<file path="src/rtl/trng_sample_ctrl.sv">
// trng_sample_ctrl: sequencer between the TRNG entropy source and the
// register bank. Enables the source, discards warm-up output, packs raw
// bits MSB-first into words, runs a repetition-count health test and
// buffers finished words in a small FIFO popped by register reads.
module trng_sample_ctrl #(
  parameter int WORD_W     = 32,
  parameter int FIFO_DEPTH = 4,
  parameter int WARMUP_CYC = 64,
  parameter int REP_LIMIT  = 16
) (
  input  logic                          sys_clk,
  input  logic                          sys_reset,
  input  logic                          enable,
  input  logic                          clr_fail,
  input  logic                          raw_bit,
  input  logic                          raw_valid,
  input  logic                          rd_req,
  output logic                          osc_en,
  output logic [WORD_W-1:0]             rd_data,
  output logic                          rd_valid,
  output logic [$clog2(FIFO_DEPTH):0]   fifo_level,
  output logic                          health_fail,
  output logic                          busy
);

  localparam int PTR_W  = $clog2(FIFO_DEPTH);
  localparam int LVL_W  = PTR_W + 1;
  localparam int BCNT_W = $clog2(WORD_W + 1);
  localparam int RUN_W  = $clog2(REP_LIMIT + 1);
  localparam int WCNT_W = $clog2(WARMUP_CYC + 2);

  typedef enum logic [2:0] {
    ST_IDLE,
    ST_WARMUP,
    ST_COLLECT,
    ST_PUSH,
    ST_FAIL
  } state_t;

  state_t              state, state_n;
  logic [WCNT_W-1:0]   warm_cnt, warm_n;
  logic [BCNT_W-1:0]   bit_cnt, bit_n;
  logic [RUN_W-1:0]    run_cnt, run_n, run_inc;
  logic                last_bit, last_n;
  logic                have_last, have_n;
  logic [WORD_W-1:0]   shreg, shreg_n;

  logic [WORD_W-1:0]   mem [FIFO_DEPTH];
  logic [PTR_W-1:0]    wr_ptr, wr_ptr_n;
  logic [PTR_W-1:0]    rd_ptr, rd_ptr_n;
  logic [LVL_W-1:0]    level, level_n;
  logic [WORD_W-1:0]   head_n;
  logic                push, pop;
  logic                fifo_full, fifo_empty;

  logic                osc_en_n, busy_n, health_fail_n;

  // FIFO occupancy flags from the registered level
  always_comb begin
    fifo_full  = (level == LVL_W'(FIFO_DEPTH));
    fifo_empty = (level == '0);
  end

  // Sequencer: next state, warm-up countdown, bit packing and health test
  always_comb begin
    state_n = state;
    warm_n  = warm_cnt;
    bit_n   = bit_cnt;
    run_n   = run_cnt;
    last_n  = last_bit;
    have_n  = have_last;
    shreg_n = shreg;
    push    = 1'b0;
    run_inc = (have_last && (raw_bit == last_bit)) ? run_cnt + RUN_W'(1)
                                                   : RUN_W'(1);
    unique case (state)
      ST_IDLE: begin
        if (enable) begin
          state_n = ST_WARMUP;
          warm_n  = WCNT_W'(WARMUP_CYC);
        end
      end
      ST_WARMUP: begin
        if (!enable) begin
          state_n = ST_IDLE;
        end else if (warm_cnt <= WCNT_W'(1)) begin
          state_n = ST_COLLECT;
          warm_n  = '0;
          bit_n   = '0;
          run_n   = '0;
          last_n  = 1'b0;
          have_n  = 1'b0;
        end else begin
          warm_n = warm_cnt - WCNT_W'(1);
        end
      end
      ST_COLLECT: begin
        if (!enable) begin
          state_n = ST_IDLE;
          bit_n   = '0;
        end else if (raw_valid) begin
          shreg_n = {shreg[WORD_W-2:0], raw_bit};
          run_n   = run_inc;
          last_n  = raw_bit;
          have_n  = 1'b1;
          // A failing bit wins over completing a word: the word is dropped.
          if (run_inc == RUN_W'(REP_LIMIT)) begin
            state_n = ST_FAIL;
            bit_n   = '0;
          end else if (bit_cnt == BCNT_W'(WORD_W - 1)) begin
            state_n = ST_PUSH;
            bit_n   = bit_cnt + BCNT_W'(1);
          end else begin
            bit_n = bit_cnt + BCNT_W'(1);
          end
        end
      end
      ST_PUSH: begin
        if (!enable) begin
          state_n = ST_IDLE;
          bit_n   = '0;
        end else if (!fifo_full) begin
          push    = 1'b1;
          state_n = ST_COLLECT;
          bit_n   = '0;
        end
      end
      ST_FAIL: begin
        if (clr_fail) begin
          state_n = ST_IDLE;
        end
      end
      default: begin
        state_n = ST_IDLE;
      end
    endcase
  end

  // FIFO bookkeeping and the head word that will be presented next cycle
  always_comb begin
    pop      = rd_req && !fifo_empty;
    level_n  = level + LVL_W'(push) - LVL_W'(pop);
    wr_ptr_n = wr_ptr + PTR_W'(push);
    rd_ptr_n = rd_ptr + PTR_W'(pop);
    // When the pushed word lands in an otherwise empty FIFO it becomes the
    // head directly, since the memory write is not yet visible.
    if (level_n == '0) begin
      head_n = '0;
    end else if (push && ((level - LVL_W'(pop)) == '0)) begin
      head_n = shreg;
    end else begin
      head_n = mem[rd_ptr_n];
    end
  end

  // Output values as they must appear after the coming edge
  always_comb begin
    osc_en_n      = (state_n == ST_WARMUP) || (state_n == ST_COLLECT) ||
                    ((state_n == ST_PUSH) && (level_n != LVL_W'(FIFO_DEPTH)));
    busy_n        = (state_n != ST_IDLE);
    health_fail_n = (state_n == ST_FAIL);
  end

  // State, counters, FIFO pointers and registered outputs
  always_ff @(posedge sys_clk) begin
    if (sys_reset) begin
      state       <= ST_IDLE;
      warm_cnt    <= '0;
      bit_cnt     <= '0;
      run_cnt     <= '0;
      last_bit    <= 1'b0;
      have_last   <= 1'b0;
      shreg       <= '0;
      wr_ptr      <= '0;
      rd_ptr      <= '0;
      level       <= '0;
      rd_data     <= '0;
      rd_valid    <= 1'b0;
      osc_en      <= 1'b0;
      busy        <= 1'b0;
      health_fail <= 1'b0;
    end else begin
      state       <= state_n;
      warm_cnt    <= warm_n;
      bit_cnt     <= bit_n;
      run_cnt     <= run_n;
      last_bit    <= last_n;
      have_last   <= have_n;
      shreg       <= shreg_n;
      wr_ptr      <= wr_ptr_n;
      rd_ptr      <= rd_ptr_n;
      level       <= level_n;
      rd_data     <= head_n;
      rd_valid    <= (level_n != '0);
      osc_en      <= osc_en_n;
      busy        <= busy_n;
      health_fail <= health_fail_n;
    end
  end

  // FIFO storage; contents need no reset because pointers and level do
  always_ff @(posedge sys_clk) begin
    if (push) begin
      mem[wr_ptr] <= shreg;
    end
  end

  assign fifo_level = level;

endmodule

</file>
<file path="config.mk">
export PLATFORM = sky130hd
export DESIGN_NAME = trng_sample_ctrl
export DESIGN_NICKNAME = d
export VERILOG_FILES = /design/src/rtl/trng_sample_ctrl.sv
export SDC_FILE = /design/constraint.sdc
export NUM_CORES = 1
export LEC_CHECK = 0
export ABC_AREA = 0
export CORE_MARGIN = 2
export CORE_UTILIZATION = 40
export CTS_BUF_LIST = sky130_fd_sc_hd__clkbuf_4
export CTS_CLUSTER_DIAMETER = 80
export DETAILED_ROUTE_END_ITERATION = 16
export SETUP_SLACK_MARGIN = 0.4
export SKIP_LAST_GASP = 1
export SYNTH_ARGS = -nofsm -noshare
export SYNTH_HDL_FRONTEND = slang
export SYNTH_SLANG_ARGS = --single-unit
export TNS_END_PERCENT = 10
</file>
<file path="constraint.sdc">
create_clock -name sys_clk -period 12.05 [get_ports sys_clk]
set_input_delay 2.41 -clock sys_clk [delete_from_list [all_inputs] [get_ports sys_clk]]
set_output_delay 2.41 -clock sys_clk [all_outputs]
set_load 0.02 [all_outputs]
</file>
After elaboration in Yosys (flattened, before gate mapping):

Memories as Yosys holds them, arrays and structs flattened.
Cells that the tools add are included.

* memories: 1
* word-level logic and storage cells: 109
* register bits after elaboration: 98
* bits in writable memories: 128

Memory list
* mem: words 4, bits a word 32, read ports 1, clocked after memory_dff 0, write ports 1, RTL line 48 `logic [WORD_W-1:0] mem [FIFO_DEPTH];`

* multiplexer cells: 43
* reductions and logical operators: 21
* order comparisons: 1
* equality and inequality tests: 20
* $add $sub $neg: 8

Operators with widths (number)
* 2-to-1 mux 6 bit: 7
* 2-to-1 mux 32 bit: 1
* 2-to-1 mux 3 bit: 10
* 2-to-1 mux 5 bit: 5
* 2-to-1 mux 7 bit: 3
* one-hot mux 6 bit (3 select lines): 1
* one-hot mux 3 bit (5 select lines): 1
* one-hot mux 7 bit (2 select lines): 1
* equality test 3 x 2 -> 1 bit, second input constant: 4
* zero test 3 bit: 4
* 2-to-1 mux 1 bit: 11
* != test 2 bit, second input constant: 5
* one-hot mux 5 bit (2 select lines): 1
* AND reduction 5 bit: 2
* equality test 3 bit, second input constant: 3
* != test 3 bit, second input constant: 3
* nonzero test 3 bit: 3
* less-or-equal comparator 7 x 1 -> 1 bit, second input constant: 1
* subtractor 7 x 1 -> 7 bit, second input constant: 1
* adder 6 x 1 -> 6 bit, second input constant: 1
* equality test 3 x 1 -> 1 bit, second input constant: 2
* equality test 6 x 5 -> 1 bit, second input constant: 1
* AND reduction 3 bit: 2
* subtractor 3 x 1 -> 3 bit: 2
* 11 further kinds: 18

Longest topological paths before layout:

* depth in word-level cells: 11
* gate-level depth with buffers: 12
* mapped depth without buffers: 12

Worst setup path after synthesis:

Ideal clock, no wire load.

* path type: in2reg
* start point: input enable
* end point: memory mem[1][0] (enable)
* stages: 3
* library setup time: 0.468 ns
* data required time: 11.582 ns
* path slack: 6.386 ns
* arrival: 5.196 ns
* cell sequence: and2b_2 nand4_1 nor3b_1

* cells in the longest elaborated chain, start to end: 4

Ends and longest elaborated chain
* start, declared: RTL line 13 `input logic enable,`
* 2-to-1 mux 1 bit: RTL line 119 `if (!enable) begin`
* 2-to-1 mux 1 bit: RTL line 76 `unique case (state)`
* 2-to-1 mux 1 bit: RTL line 203 `if (push) begin`
* 2-to-1 mux 1 bit (implied by the code): RTL line 204 `mem[wr_ptr] <= shreg;`
* end, declared: RTL line 48

Every way passes these cells.

Worst setup path after layout:

* start point: input enable
* end point: register rd_data[26]

* cells in the longest elaborated chain, start to end: 6
* elaborated cells on any way between the ends: 8
* those cells by class: add/sub (2); mux (3); reduce/logical (3)

Ends and longest elaborated chain
* 2-to-1 mux 1 bit *: RTL line 119
* 2-to-1 mux 1 bit *: RTL line 76
* adder 3 x 1 -> 3 bit: RTL line 142 `level_n = level + LVL_W'(push) - LVL_W'(pop);`
* subtractor 3 x 1 -> 3 bit: RTL line 142
* zero test 3 bit: RTL line 147 `if (level_n == '0) begin`
* OR reduction 2 bit (no line)
* end signal, assigned: RTL line 193 `rd_data <= head_n;`
* end, declared: RTL line 19 `output logic [WORD_W-1:0] rd_data,`

Every way passes the cells marked *; elsewhere a longest branch is shown, timed or not.
A chain may end at the register's enable or synchronous reset.

==> run_results.csv <==
group,metric,value,unit
synth,synth-compound-area-share,7.539,%
power,totalPowerFinal,1.949,mW
final_layout,final_area,10060,sq um
synth,synth-simple-area-share,11.24,%
clocking,cts_root_buffer,"clkbuf_4",
detailed_routing,drtAntennaViolNets,0,
timing,worst_slack,7096,ps
min_path,hold_class,"reg2reg",
placement,place_congestion,0.7503,
timing,slew_headroom,41.85,%
global_routing,grt_start_max_net_pins,63,
final_layout,diodes,0,
critical_path,critPathSlowestCell,"clkdlybuf4s50_1",
global_routing,grt_pass1_vias,5464,
die,start_util,40.77,%
critical_path,crit_buf_inv,4,
synth,synth.distinct_cells,56,
final_layout,fill_cells,1894,
synth,yosysTopAreaCell,"edfxtp_1",
timing,fin_crit_sh,41.12,%
final_layout,final_util,47.73,%
placement,io_buffers,45,
clocking,clkLatencyLatePin,670,ps
clocking,hold_buffers,0,
synth,synth_xor_area_share,1.324,%
synth,yosysSeqAreaShare,67.53,%
clocking,cts_resized,0,
critical_path,cp-end-kind,"flip-flop",
clocking,clockBufferDepth,3,
power,leakage,3.276,nW
detailed_routing,drc,0,
synth,synth_nets,667,
critical_path,max_stage_delay,540,ps
global_routing,overflow,0,
global_routing,grt_first_pass_wirelength,28460,um
power,ir_drop,116.0,uV
synth,synth_top_family_by_area,"simple AND/OR/NAND/NOR gates",
global_routing,gr-usage-all-layers,16.19,%
die,core,21090,sq um
power,power-per-cell-area,193.7,nW/um^2
detailed_routing,num_vias,5430,
detailed_routing,wl,17740,um
synth,synth_ff_type,"edfxtp_1",
timing,fin_worst_skew,43.14,ps
timing,slew_viol_final,0,
synth,synth_top_cell_area_share,44.71,%
synth,ys_top_cells_by_count,"140 x nand2_1, 128 x edfxtp_1, 98 x dfxtp_1, 78 x a21oi_1, 32 x mux4_2",
synth,synth.most_common_cell,"nand2_1",
clocking,post-cts-setup-buffer-count,0,
clocking,numCtsBuffers,57,
final_layout,drive_gt1_share,20.00,%
die,die-height,150.6,um
final_layout,multi_input_area,2616,sq um
critical_path,path_class,"in2reg",
synth,synthCells,650,
clocking,cts_tree,"built",
critical_path,required,12540,ps
clocking,clkTransAtPathRegs,70,ps
timing,final-hold-violation-count,0,
synth,async_flop_share,0,%
placement,dpl.hpwl,9173,um
run,drv_cap,0,
outcome,run_status,"complete, no violations",
detailed_routing,first_pass_iters,5,
die,rows,53,
synth,yosys.area_share.adder,1.543,%
detailed_routing,viasPerCell,5.171,
global_routing,antenna_found_initial,0,
placement,dp_cells,946,
timing,rsz0062_at_grt,"no",
timing,worst_slew_pin_slew,872.2,ps
critical_path,cp-start-kind,"input port",
synth,avgSynthCellArea,13.23,sq um
final_layout,instances_no_fill,1050,
die,dieArea,22680,sq um
synth,syn-cell-area,8597,sq um
timing,min_period,4954,ps
critical_path,cp_top_family,"buffers and inverters",
timing,hold_slack,484.3,ps
final_layout,ff_latch_area,5806,sq um
critical_path,worst-path-max-fanout,33,
critical_path,arrival,5450,ps
placement,dp_slack,6454,ps
timing,setup_tns,0,ps
synth,ys_warn_count,0,
clocking,cts_sinks,226,
final_layout,layout.nets,747,
detailed_routing,routedWlPerCell,16.90,um
placement,dpl_cell_area,9328,sq um
timing,setup_viol,0,
synth,ys_ff_latch,226,
die,die_w,150.6,um
synth,synth_mux_area_share,8.499,%
synth,synth_area_leaders,"edfxtp_1 45%, dfxtp_1 23%, mux4_2 8.4%",
synth,synth_edf_count,128,
timing,max_freq,201.8,MHz
die,io_pins,46,
final_layout,syn2layout_area_growth,17.07,%
critical_path,path_cells,"clkdlybuf4s50_1 > and2b_2 > nand4_1 > ha_1 > inv_1 > ha_1 > inv_1 > fa_1 > xor2_1 > xnor2_1 > a21o_1 > buf_4 > a21oi_1",
clocking,h-tree-depth,2,
detailed_routing,drt_iter0_markers,337,
-- where the power goes --
group | switching [mW] | internal (mW)
sequential | 0.0236 | 0.853
combinational | 0.239 | 0.199
clock | 0.294 | 0.341
-- layer usage --
| layer | vias up | routed length [um] | track usage [%] |
|---|---|---|---|
| met5 | - | 0 | 0 |
| met4 | 0 | 340 | 6.028 |
| met3 | 33 | 1073 | 4.091 |
| met2 | 171 | 8460 | 25.77 |
| met1 | 2658 | 7868 | 21.50 |
| li1 | 2568 | - | - |
-- area by class of cell --
| class | instances | share of cell area, % |
|---|---|---|
| sequential | 226 | 57.68 |
| multi-input combinational | 379 | 25.99 |
| clock buffer | 91 | 6.788 |
| timing repair buffer | 55 | 5.172 |
| tap | 275 | 3.419 |
| clock inverter | 13 | 0.5346 |
| inverter | 11 | 0.4102 |
-- worst reg2reg max path: stages, from the launching register on --
cell	delay, ps
dfxtp_1	440
or3b_1	420
nand4_1	240
ha_1	280
inv_1	60
ha_1	130
inv_1	50
fa_1	370
xor2_1	160
xnor2_1	220
a21o_1	140
buf_4	440
a21oi_1	110
-- registers in the layout, indices dropped and copies added (netlist names), 2 cells and up --
| signal | flops |
|---|---|
| mem | 128 |
| rd_data | 32 |
| shreg | 32 |
| warm_cnt | 7 |
| bit_cnt | 6 |
| run_cnt | 5 |
| fifo_level | 3 |
| state | 3 |
| rd_ptr | 2 |
| wr_ptr | 2 |
-- final timing paths --
check                           startpoint                      to  slack [ps]  cells past startpoint
hold reg to reg      last_bit$_SDFFE_PP0P_   last_bit$_SDFFE_PP0P_         480                      2
setup reg to reg  fifo_level[2]$_SDFF_PP0_  rd_data[26]$_SDFF_PP0_        8830                     12
hold / removal       last_bit$_SDFFE_PP0P_   last_bit$_SDFFE_PP0P_         480                      2
setup / recovery                    enable  rd_data[26]$_SDFF_PP0_        7100                     13
-- cells in the final DEF (no fill, tap or decap), drive strengths merged, types with 2 or more instances in the layout --
cell	count
buf	11
nor2b	6
nand4	2
o2bb2ai	2
a31oi	3
o31a	3
nand3	5
clkbuf	91
nand3b	6
edfxtp	128
nor3	4
xor2	7
a41oi	2
inv	13
o31ai	2
clkinv	10
or3	2
o21ai	5
nand2b	7
a311oi	5
a21oi	78
nor3b	2
a211oi	3
ha	9
and3	4
nand2	140
mux4	32
a22oi	2
nor2	23
xnor2	6
nor4b	2
dfxtp	98
clkdlybuf4s50	44
-- cells by family (layout without fill, tap and decap cells) --
| group | after synthesis | after routing |
|---|---|---|
| flops | 226 | 226 |
| simple gates | 212 | 212 |
| compound gates | 111 | 111 |
| buf+inv | 45 | 170 |
| mux | 33 | 33 |
| xor+xnor | 13 | 13 |
| fa+ha+maj | 10 | 10 |
No activity file was read; power rests on OpenSTA's default activity.
